[src/rtl/serial_unpack_pkg.sv]
// Shared constants for the serial unpacker: default geometry, derived
// counter/index widths and the two-state receive FSM encoding.
package serial_unpack_pkg;

  localparam int unsigned ENTRIES_DEF = 16;
  localparam int unsigned WIDTH_DEF   = 8;

  localparam int unsigned CNT_W = 7;  // bit position within a 128-bit frame
  localparam int unsigned IDX_W = 4;  // entry index within a frame
  localparam int unsigned BIT_W = 3;  // bit position within an entry

  localparam logic IDLE = 1'b0;
  localparam logic RECV = 1'b1;

endpackage

[src/rtl/unpack_bank.sv]
// Shadow/committed register bank pair for the serial unpacker.
// Serial bits land in the shadow bank; a commit copies the whole shadow
// bank into the committed bank, which alone drives the readback port.
// Optional macro SERIAL_UNPACK_CMP_EN adds a frame-to-frame compare.
module unpack_bank
  import serial_unpack_pkg::*;
#(
  parameter int unsigned ENTRIES = ENTRIES_DEF,
  parameter int unsigned WIDTH   = WIDTH_DEF
) (
  input  logic             clk,
  input  logic             rst,
  input  logic             wr_en,
  input  logic [IDX_W-1:0] wr_idx,
  input  logic [BIT_W-1:0] wr_pos,
  input  logic             wr_bit,
  input  logic             commit,
  output logic [WIDTH-2:0] row_low,
`ifdef SERIAL_UNPACK_CMP_EN
  input  logic             cmp_req,
  output logic             mismatch,
`endif
  input  logic [IDX_W-1:0] rd_idx,
  output logic [WIDTH-1:0] rd_data
);

  logic [WIDTH-1:0] shadow    [ENTRIES];
  logic [WIDTH-1:0] committed [ENTRIES];

  // Bit-granular shadow writes and whole-bank commit
  always_ff @(posedge clk) begin
    if (rst) begin
      for (int unsigned i = 0; i < ENTRIES; i++) begin
        shadow[i]    <= '0;
        committed[i] <= '0;
      end
    end else begin
      if (wr_en) shadow[wr_idx][wr_pos] <= wr_bit;
      if (commit) begin
        for (int unsigned i = 0; i < ENTRIES; i++) committed[i] <= shadow[i];
      end
    end
  end

  assign row_low = shadow[wr_idx][WIDTH-2:0];
  assign rd_data = committed[rd_idx];

`ifdef SERIAL_UNPACK_CMP_EN
  logic             first_ok;
  logic             diff;
  logic [WIDTH-1:0] cmp_row;

  // The compare is evaluated on the edge that samples the final bit, so that
  // bit is merged in from wr_bit rather than read from the shadow bank.
  always_comb begin
    diff    = 1'b0;
    cmp_row = '0;
    for (int unsigned i = 0; i < ENTRIES; i++) begin
      cmp_row = shadow[i];
      if (i == ENTRIES - 1) cmp_row[WIDTH-1] = wr_bit;
      if (cmp_row != committed[i]) diff = 1'b1;
    end
  end

  // Mismatch strobe lines up with frame_done; the first frame has no reference
  always_ff @(posedge clk) begin
    if (rst) begin
      first_ok <= 1'b0;
      mismatch <= 1'b0;
    end else begin
      mismatch <= cmp_req & first_ok & diff;
      if (commit) first_ok <= 1'b1;
    end
  end
`endif

endmodule

[src/rtl/serial_unpack.sv]
// Serial unpacker: rebuilds 16 {addr,data} bytes from a continuous LSB-first
// bit stream, strobes each byte, and commits full frames to a readable bank.
// Optional macro SERIAL_UNPACK_CMP_EN adds the 'mismatch' output.
module serial_unpack
  import serial_unpack_pkg::*;
#(
  parameter int unsigned ENTRIES = ENTRIES_DEF,
  parameter int unsigned WIDTH   = WIDTH_DEF
) (
  input  logic               clk,
  input  logic               rst,
  input  logic               ena_in,
  input  logic               data_in,
  output logic               byte_valid,
  output logic [IDX_W-1:0]   byte_idx,
  output logic [WIDTH/2-1:0] addr_out,
  output logic [WIDTH/2-1:0] data_out,
  output logic               frame_done,
  output logic [7:0]         frame_cnt,
  output logic               abort,
`ifdef SERIAL_UNPACK_CMP_EN
  output logic               mismatch,
`endif
  input  logic [IDX_W-1:0]   rd_idx,
  output logic [WIDTH-1:0]   rd_data
);

  logic             state;
  logic [CNT_W-1:0] cnt;
  logic [WIDTH-2:0] row_low;
  logic             byte_end;
  logic             frame_end;

  // In IDLE the counter is always zero, so sampling is simply gated by ena_in
  assign byte_end  = ena_in && (cnt[BIT_W-1:0] == '1);
  assign frame_end = ena_in && (cnt == '1);

  // Receive FSM, bit counter and output strobes
  always_ff @(posedge clk) begin
    if (rst) begin
      state      <= IDLE;
      cnt        <= '0;
      byte_valid <= 1'b0;
      byte_idx   <= '0;
      addr_out   <= '0;
      data_out   <= '0;
      frame_done <= 1'b0;
      frame_cnt  <= '0;
      abort      <= 1'b0;
    end else begin
      byte_valid <= byte_end;
      frame_done <= frame_end;
      abort      <= 1'b0;
      if (byte_end) begin
        byte_idx              <= cnt[CNT_W-1:BIT_W];
        {addr_out, data_out}  <= {data_in, row_low};
      end
      if (frame_end) frame_cnt <= frame_cnt + 8'd1;
      case (state)
        IDLE: begin
          if (ena_in) begin
            state <= RECV;
            cnt   <= cnt + 1'b1;
          end
        end
        default: begin
          if (ena_in) begin
            cnt <= cnt + 1'b1;
          end else begin
            abort <= 1'b1;
            cnt   <= '0;
            state <= IDLE;
          end
        end
      endcase
    end
  end

  unpack_bank #(
    .ENTRIES (ENTRIES),
    .WIDTH   (WIDTH)
  ) u_bank (
    .clk      (clk),
    .rst      (rst),
    .wr_en    (ena_in),
    .wr_idx   (cnt[CNT_W-1:BIT_W]),
    .wr_pos   (cnt[BIT_W-1:0]),
    .wr_bit   (data_in),
    .commit   (frame_done),
    .row_low  (row_low),
`ifdef SERIAL_UNPACK_CMP_EN
    .cmp_req  (frame_end),
    .mismatch (mismatch),
`endif
    .rd_idx   (rd_idx),
    .rd_data  (rd_data)
  );

endmodule

[config.mk]
export PLATFORM = sky130hd
export DESIGN_NAME = serial_unpack
export DESIGN_NICKNAME = d
export VERILOG_FILES = /design/src/rtl/serial_unpack_pkg.sv /design/src/rtl/unpack_bank.sv /design/src/rtl/serial_unpack.sv
export SDC_FILE = /design/constraint.sdc
export NUM_CORES = 1
export LEC_CHECK = 0
export ABC_AREA = 1
export ABC_CLOCK_PERIOD_IN_PS = 4450
export BUFFER_PORTS_ARGS = -buffer_cell sky130_fd_sc_hd__buf_2
export CAP_MARGIN = 10
export CORE_AREA = 2 2 222 224
export CTS_CLUSTER_DIAMETER = 50
export DETAILED_ROUTE_END_ITERATION = 7
export DIE_AREA = 0 0 224 226
export HOLD_SLACK_MARGIN = 0.02
export SLEW_MARGIN = 20
export SYNTH_ARGS = -nofsm -noshare
export SYNTH_HDL_FRONTEND = slang
export SYNTH_SLANG_ARGS = --single-unit
[constraint.sdc]
create_clock -name clk -period 4.45 [get_ports clk]
set_clock_uncertainty 0.05 [all_clocks]
set_input_delay 0.2225 -clock clk [delete_from_list [all_inputs] [get_ports clk]]
set_output_delay 0.2225 -clock clk [all_outputs]
set_load 0.02 [all_outputs]
---- Word level (Yosys, flattened, before mapping) ----
Memory sizes are Yosys's and may differ from the RTL's. A register that Yosys moved wholly into a read port is not among the register bits.
Index checks and enable logic that the tools add are counted.
storage, ports and cells
  bits in registers ....................... 27
  bits in latches ......................... 0
  memory bits (writable) .................. 256
  bits in read-only memories .............. 0
  word-level logic and storage cells ...... 72
  memories kept ........................... 2
cells by class
  add/subtract/negate cells ............... 2
  multiply operators ...................... 0
  divide/modulo/power cells ............... 0
  order comparisons ....................... 2
  eq/ne operators ......................... 2
  shift-type cells ........................ 0
  multiplexer cells ....................... 33
  bitwise logic cells ..................... 17
  reductions and logical operators ........ 6
memories
  memory            words  bits a word  read ports  clocked after Yosys merged registers in  write ports  RTL line           RTL
  u_bank.committed  16     8            1           0                                        16           unpack_bank.sv:28  logic [WIDTH-1:0] committed [ENTRIES];
  u_bank.shadow     16     8            17          1                                        16           unpack_bank.sv:27  logic [WIDTH-1:0] shadow [ENTRIES];
operators by type and width
  kind                 count
  $mux 8               19
  $mux 7               3
  $or 1x1->1           16
  $mux 1               9
  $add 8x1->8 const B  1
  $reduce_or 8->1      1
  $add 7x1->7 const B  1
  $eq 7x7->1 const B   1
  $lt 3x4->1 const B   1
  $mux 4               1
  $demux 1 s3          1
  $eq 3x3->1 const B   1
  $ge 3x1->1 const B   1
  $logic_and 1x1->1    3
  $reduce_bool 2->1    1
  $reduce_or 2->1      1
  $not 1->1            1

---- Depth between registers and ports, before layout ----
Gate-level depths: netlist of the first run.
  depth in word-level cells ............... 7
  mapped depth ............................ 12

---- By module ----
From an unflattened synthesis of the first run, not the netlist that was laid out.
unflattened totals
  cell total of the unflattened synthesis .. 1887
  area, all modules ....................... 14732.9 µm²
modules (own cells, without submodules)
  module         times used  cells an instance  area each (µm²)  sequential area each (µm²)
  unpack_bank    1           1721               13455.4          7687.4
  serial_unpack  1           166                1277.5           620.6

---- Worst setup path after synthesis of the first run ----
OpenSTA, ideal clock, no wires.
  kind .................................... input to register
  start point ............................. input rst
  end point ............................... memory u_bank.committed[0][0] in the netlist's numbering, enable pin
  library setup time ...................... 0.433 ns
  data arrival time ....................... 2.118 ns
  path slack .............................. 1.849 ns
  cell stages on the path ................. 2
  buffers on the path ..................... 1
  cells stage by stage .................... clkbuf_1 or2_2
RTL lines
  what                RTL line             RTL
  start: declaration  serial_unpack.sv:11  input logic rst,
  end: declaration    unpack_bank.sv:28

==> results.cfg, run 1 <==
[yosys]
netlist_top_cells_area = edfxtp_1, nand2_1, nor2_1
synth_top_area_cell = edfxtp_1
synth_cells = 1706
ys_seq_area_frac = 0.5817
synth_cell_types = 28
async_flop_share = 0
avgSynthCellArea_um2 = 8.372
netlist_area_um2 = 14280
synth_nets = 1717
synth_edf_count = 256
ys_top_cells_by_count = nand2_1, nor2_1, edfxtp_1, inv_1, o21ai_0
netlist.area_leader.share = 0.5382
synth_most_common_cell = nand2_1
ys.flop_type = edfxtp_1
ys_seq_elements = 287
ys_warn_count = 0

[worst_setup_path]
rrSetupSlack_ps = 1390
cp-start-kind = flip-flop
criticalPathCategory = reg -> reg
regToRegEndpoint = u_bank.shadow[2][0]
r2r_start = cnt[3]
cp_max_fo = 40
cp.required_ps = 4630
end_kind = flip-flop
reg2regPathDepth = 5
cp_data_arrival_time_ps = 3240

[timing]
min_period_ps = 3061
tns_ps = 0
tightest_slew_ps = 1105
rsz0062_at_grt = false
worst_slack_ps = 1389
setup_violations = 0
hold_viol = 0
holdWs_ps = 399.5
max_slew_margin = 0.2634
fmax_mhz = 326.7
fin_crit_sh = 0.6878
slew_viol_final = 0

[cts]
tritoncts = done
clk_pin_slew_ps = 60
cts_buffer_depth = 3
h-tree-depth = 2
numCtsBuffers = 34
clkLatencyLatePin_ps = 530
cts_sinks = 287
clockRootBuffer = clkbuf_16

[global_route]
grt_overflow = 0
grt_pass1_vias = 10359
grt_max_degree = 113
antenna_found_initial = 2
grt_usage = 0.1516
grt_pass1_wl_um = 58940

[pwr]
seq_power_share = 0.494
p_sw_frac = 0.2261
clock_power_share = 0.448
peakVddDrop_mv = 0.2115
p_leak_nw = 6.704
p_int_mw = 4.834
pwr-share-comb = 0.058
power_density_nw_per_um2 = 387.6
p_sw_mw = 1.412

[min_path]
min_path_cells = 3
min-delay-start = data_in
holdCritPathClass = in -> reg
holdPathEnd = u_bank.shadow[0][5]

[route]
drt-initial-drc-count = 984
antenna_left = 0
route.detailed.drc = 0
drt-total-wl_um = 38130
dr.pass1.iters = 5
via_per_inst = 4.661
vias = 10931
detail_route.wl_per_cell_um = 16.26

[floorplan]
dieArea_um2 = 50620
die_x_um = 224
core_area_um2 = 48340
die_h_um = 226
initial_utilization = 0.2954
io_pins = 39
rows = 81

[flow_run]
cap_violations = 0

[layout]
area_growth_pct = 12.84
post-route-util = 0.3334
drive_above_1_share = 0.09054
fin_area_um2 = 16120
antenna_cells = 0
nNetsFinal = 1709

[placement]
port-buffer-count = 38
place_area_um2 = 14980
pre_cts_slack_ps = 1439
hpwlAfterDp_um = 24720
place.gp.congestion = 0.8149

[outcome]
status = complete, no violations
per-layer routing:
metal | global-route usage | share of wire | routed length [um]
met2 | 0.2532 | 0.47 | 18000
met4 | 0.04946 | 0.025 | 967
met5 | 0 | 0.00094 | 36
met1 | 0.1962 | 0.43 | 16280
met3 | 0.03149 | 0.074 | 2840
per-stage QoR:
| stage | instances | power, mW |
|---|---|---|
| 6_report | 2345 | 6.247 |
| 5_1_grt | 2345 | 6.441 |
| 4_1_cts | 2345 | 6.289 |
| 3_5_place_dp | 2281 | 3.505 |
| 3_3_place_gp | 2281 | 3.496 |
| 2_1_floorplan | 1706 | 3.378 |
worst max path at each step:
stage / end / cells past startpoint / from
6_report: u_bank.shadow[2][0] / 5 / cnt[3]
5_1_grt: u_bank.shadow[0][0] / 5 / cnt[3]
4_1_cts: u_bank.shadow[2][0] / 5 / cnt[3]
3_5_place_dp: u_bank.shadow[2][0] / 5 / cnt[3]
3_3_place_gp: u_bank.shadow[2][0] / 5 / cnt[3]
2_1_floorplan: u_bank.committed[0][0] / 2 / rst
cells by family after synthesis:
group | Yosys count | share of synthesized area
buf+inv | 334 | 0.09085
simple gates | 923 | 0.2622
fa+ha+maj | 3 | 0.002628
xor+xnor | 1 | 0.0006133
flops | 287 | 0.5817
compound gates | 158 | 0.06202
repair_timing:
item | CTS | global route
gates resized for setup | 0 | 0
buffers inserted | 0 | 0
hold buffers | 3 | 0
hold endpoints to repair | 5 | 0
cells in the final DEF (no fill, tap or decap), types with 2 or more instances in the layout:
master           n
a211oi_1         2
a21oi_1         45
a32o_1           2
buf_2           37
buf_4           15
bufinv_16        4
clkbuf_1        10
clkbuf_16       35
clkinv_1         5
clkinv_2         3
dfxtp_1         30
dlygate4sd3_1    3
edfxtp_1       256
ha_1             3
inv_1          213
inv_2           19
inv_4            2
nand2_1        496
nand2_2          4
nand3_1         63
nor2_1         302
nor2_2          12
nor2_4          15
nor3_1          26
o211ai_1        32
o21ai_0         65
o21ai_1         12
area by class of cell:
class / count / area (um2)
Clock inverter: 15 / 181.4
Fill cell: 4904 / 32230
Clock buffer: 46 / 927.1
Sequential cell: 287 / 8309
Inverter: 234 / 883.3
Multi-Input combinational cell: 1085 / 4690
Timing Repair Buffer: 56 / 347.8
Tap cell: 622 / 778.2
power by group through the flow:
stage          clock network [mW]  logic [mW]  registers (mW)
3_3_place_gp                    0       0.356            3.14
2_1_floorplan                   0       0.252            3.13
4_1_cts                      2.84       0.366            3.09
5_1_grt                      2.94       0.408            3.10
6_report                     2.80       0.362            3.09
3_5_place_dp                    0       0.363            3.14
flip-flops by register name (all words and copies together) (netlist names):
signal,flops
frame_done,1
u_bank.committed,128
state,1
byte_valid,1
abort,1
frame_cnt,8
addr_out,4
data_out,4
cnt,7
u_bank.shadow,128
byte_idx,4
critical path: stages, from the launching register on:
cell,delay (ps)
dfxtp_2,450
inv_2,720
nand2_1,700
nor2_2,530
inv_1,110
o21ai_0,190
Note: power is estimated with default switching activity, not from simulation.
==> inputs of run 2 (changes only) <==
--- a/config.mk
+++ b/config.mk
@@ -6,7 +6,7 @@
 export NUM_CORES = 1
 export LEC_CHECK = 0
 export ABC_AREA = 1
-export ABC_CLOCK_PERIOD_IN_PS = 4450
+export ABC_CLOCK_PERIOD_IN_PS = 3150
 export BUFFER_PORTS_ARGS = -buffer_cell sky130_fd_sc_hd__buf_2
 export CAP_MARGIN = 10
 export CORE_AREA = 2 2 222 224
==> constraint.sdc (replaced) <==
create_clock -name clk -period 3.15 [get_ports clk]
set_clock_uncertainty 0.05 [all_clocks]
set_input_delay 0.1575 -clock clk [delete_from_list [all_inputs] [get_ports clk]]
set_output_delay 0.1575 -clock clk [all_outputs]
set_load 0.02 [all_outputs]
==> run 2 against run 1 <==
Wire length rose by 1.5%. Non-clock buffer count increased by 6. Final cell count increased by 0.21%. Combinational power is 45% higher. Core utilization is 0.16 points higher. Count of clock-buffer cells in the layout rose by 1. Worst setup slack worse by 740 ps. Critical path depth did not move. Total power up 40%. Sequential share of layout area fell by 0.25 points.
==> results.cfg, run 2 (synthesis results as in run 1) <==
[worst_setup_path]
cp.depth = 5
path_buf_inv = 2
cp_slowest_cell = nand2_1
cp-start-kind = flip-flop
rrSetupSlack_ps = 650
cp_data_arrival_time_ps = 2680
cp_max_fo = 24
cp_cell_sequence = inv_2, nand2_1, nor2_2, inv_1, o21ai_0
critPathMaxStageDelay_ps = 570
r2r_start = cnt[4]
criticalPathCategory = reg -> reg
critPathCapture = u_bank.shadow[1][0]
end_kind = flip-flop
crit_path_start = cnt[4]
cp_top_family = simple AND/OR/NAND/NOR gates
reg2regPathDepth = 5
cp.required_ps = 3330
regToRegEndpoint = u_bank.shadow[1][0]

[route]
via_per_inst = 4.654
drt-initial-drc-count = 1160
detail_route.wl_per_cell_um = 16.47
vias = 10936
drt-total-wl_um = 38700
route.detailed.drc = 0
dr.pass1.iters = 4
antenna_left = 0

[min_path]
holdCritPathClass = in -> reg
min-delay-start = rst

[pwr]
peakVddDrop_mv = 0.3304
report.power.total_mw = 8.716
power_density_nw_per_um2 = 538.2
p_leak_nw = 6.744

[timing]
hold_viol = 0
fmax_mhz = 399.4
max_slew_margin = 0.4361
setup_violations = 0
tns_ps = 0
min_period_ps = 2504
tightest_slew_ps = 844.8
slew_viol_final = 0
rsz0062_at_grt = false
holdWs_ps = 128.4
fin_crit_sh = 0.7949

[cts]
tritoncts = done
numCtsBuffers = 34
cts_buffer_depth = 3
clk_pin_slew_ps = 60
clkLatencyLatePin_ps = 520
clockRootBuffer = clkbuf_16
cts_sinks = 287
h-tree-depth = 2
postCtsSetupBuffers = 0

[layout]
final_common_cell = nand2_1
area_growth_pct = 13.39
layout_common_cells = nand2_1, nor2_1, edfxtp_1
largest_registers = u_bank.committed x128, u_bank.shadow x128, frame_cnt x8
antenna_cells = 0
nNetsFinal = 1715
drive_above_1_share = 0.09549
post-route-util = 0.3350

[outcome]
status = complete, no violations

[global_route]
grt_max_degree = 151
grt_usage = 0.1539
grt_pass1_wl_um = 59570
grt_pass1_vias = 10249
antenna_found_initial = 0
grt_overflow = 0

[placement]
place.gp.congestion = 0.8370
hpwlAfterDp_um = 24440
port-buffer-count = 38

[floorplan]
rows = 81
dieArea_um2 = 50620
io_pins = 39
die_x_um = 224
initial_utilization = 0.2954
core_area_um2 = 48340
die_h_um = 226

[flow_run]
cap_violations = 0
-- run 2: area by class of cell --
class	instances	area (um2)
Fill cell	4928	32150
Clock inverter	13	137.6
Sequential cell	287	8309
Multi-Input combinational cell	1085	4682
Timing Repair Buffer	62	462.9
Tap cell	622	778.2
Clock buffer	47	940.9
Inverter	234	883.3
-- run 2: how the worst min path moves through the flow --
stage          depth (start not counted)  slack (ps)           end
2_1_floorplan                          1         190         state
3_3_place_gp                           3         410    byte_valid
3_5_place_dp                           3         410    byte_valid
4_1_cts                                2         150  frame_cnt[5]
5_1_grt                                2         160    byte_valid
6_report                               2         130  frame_cnt[5]
-- run 2: timing repair --
item                      4_1_cts  5_1_grt
hold buffers                    1        0
gates resized for setup         0        0
hold endpoints to repair        3        0
-- run 2: routing by layer --
layer,track usage,share of wire,vias to the layer above
met1,0.2008,0.43,5097
met5,0,0,-
met4,0.05914,0.031,0
met2,0.2596,0.48,378
li1,-,-,5393
met3,0.02095,0.064,68
-- run 2: where the power goes --
group / switching, mW / internal [mW]
logic: 0.387 / 0.139
clock network: 1.57 / 2.27
registers: 0.0557 / 4.30
total: 2.01 / 6.71
-- run 2: metrics by stage --
stage / cells / instance area (um2) / setup WS (ps)
2_1_floorplan: 1706 / 14280 / 593.1
3_3_place_gp: 2289 / 15110 / 762.6
3_5_place_dp: 2289 / 15110 / 615.4
4_1_cts: 2350 / 16190 / 618.3
5_1_grt: 2350 / 16190 / 434.3
6_report: 2350 / 16190 / 646.0
-- run 2: worst register-to-register path, cell delays in order (launching register included) --
cell and delay (ps):
dfxtp_1 370, inv_2 390, nand2_1 580, nor2_2 540, inv_1 110, o21ai_0 190
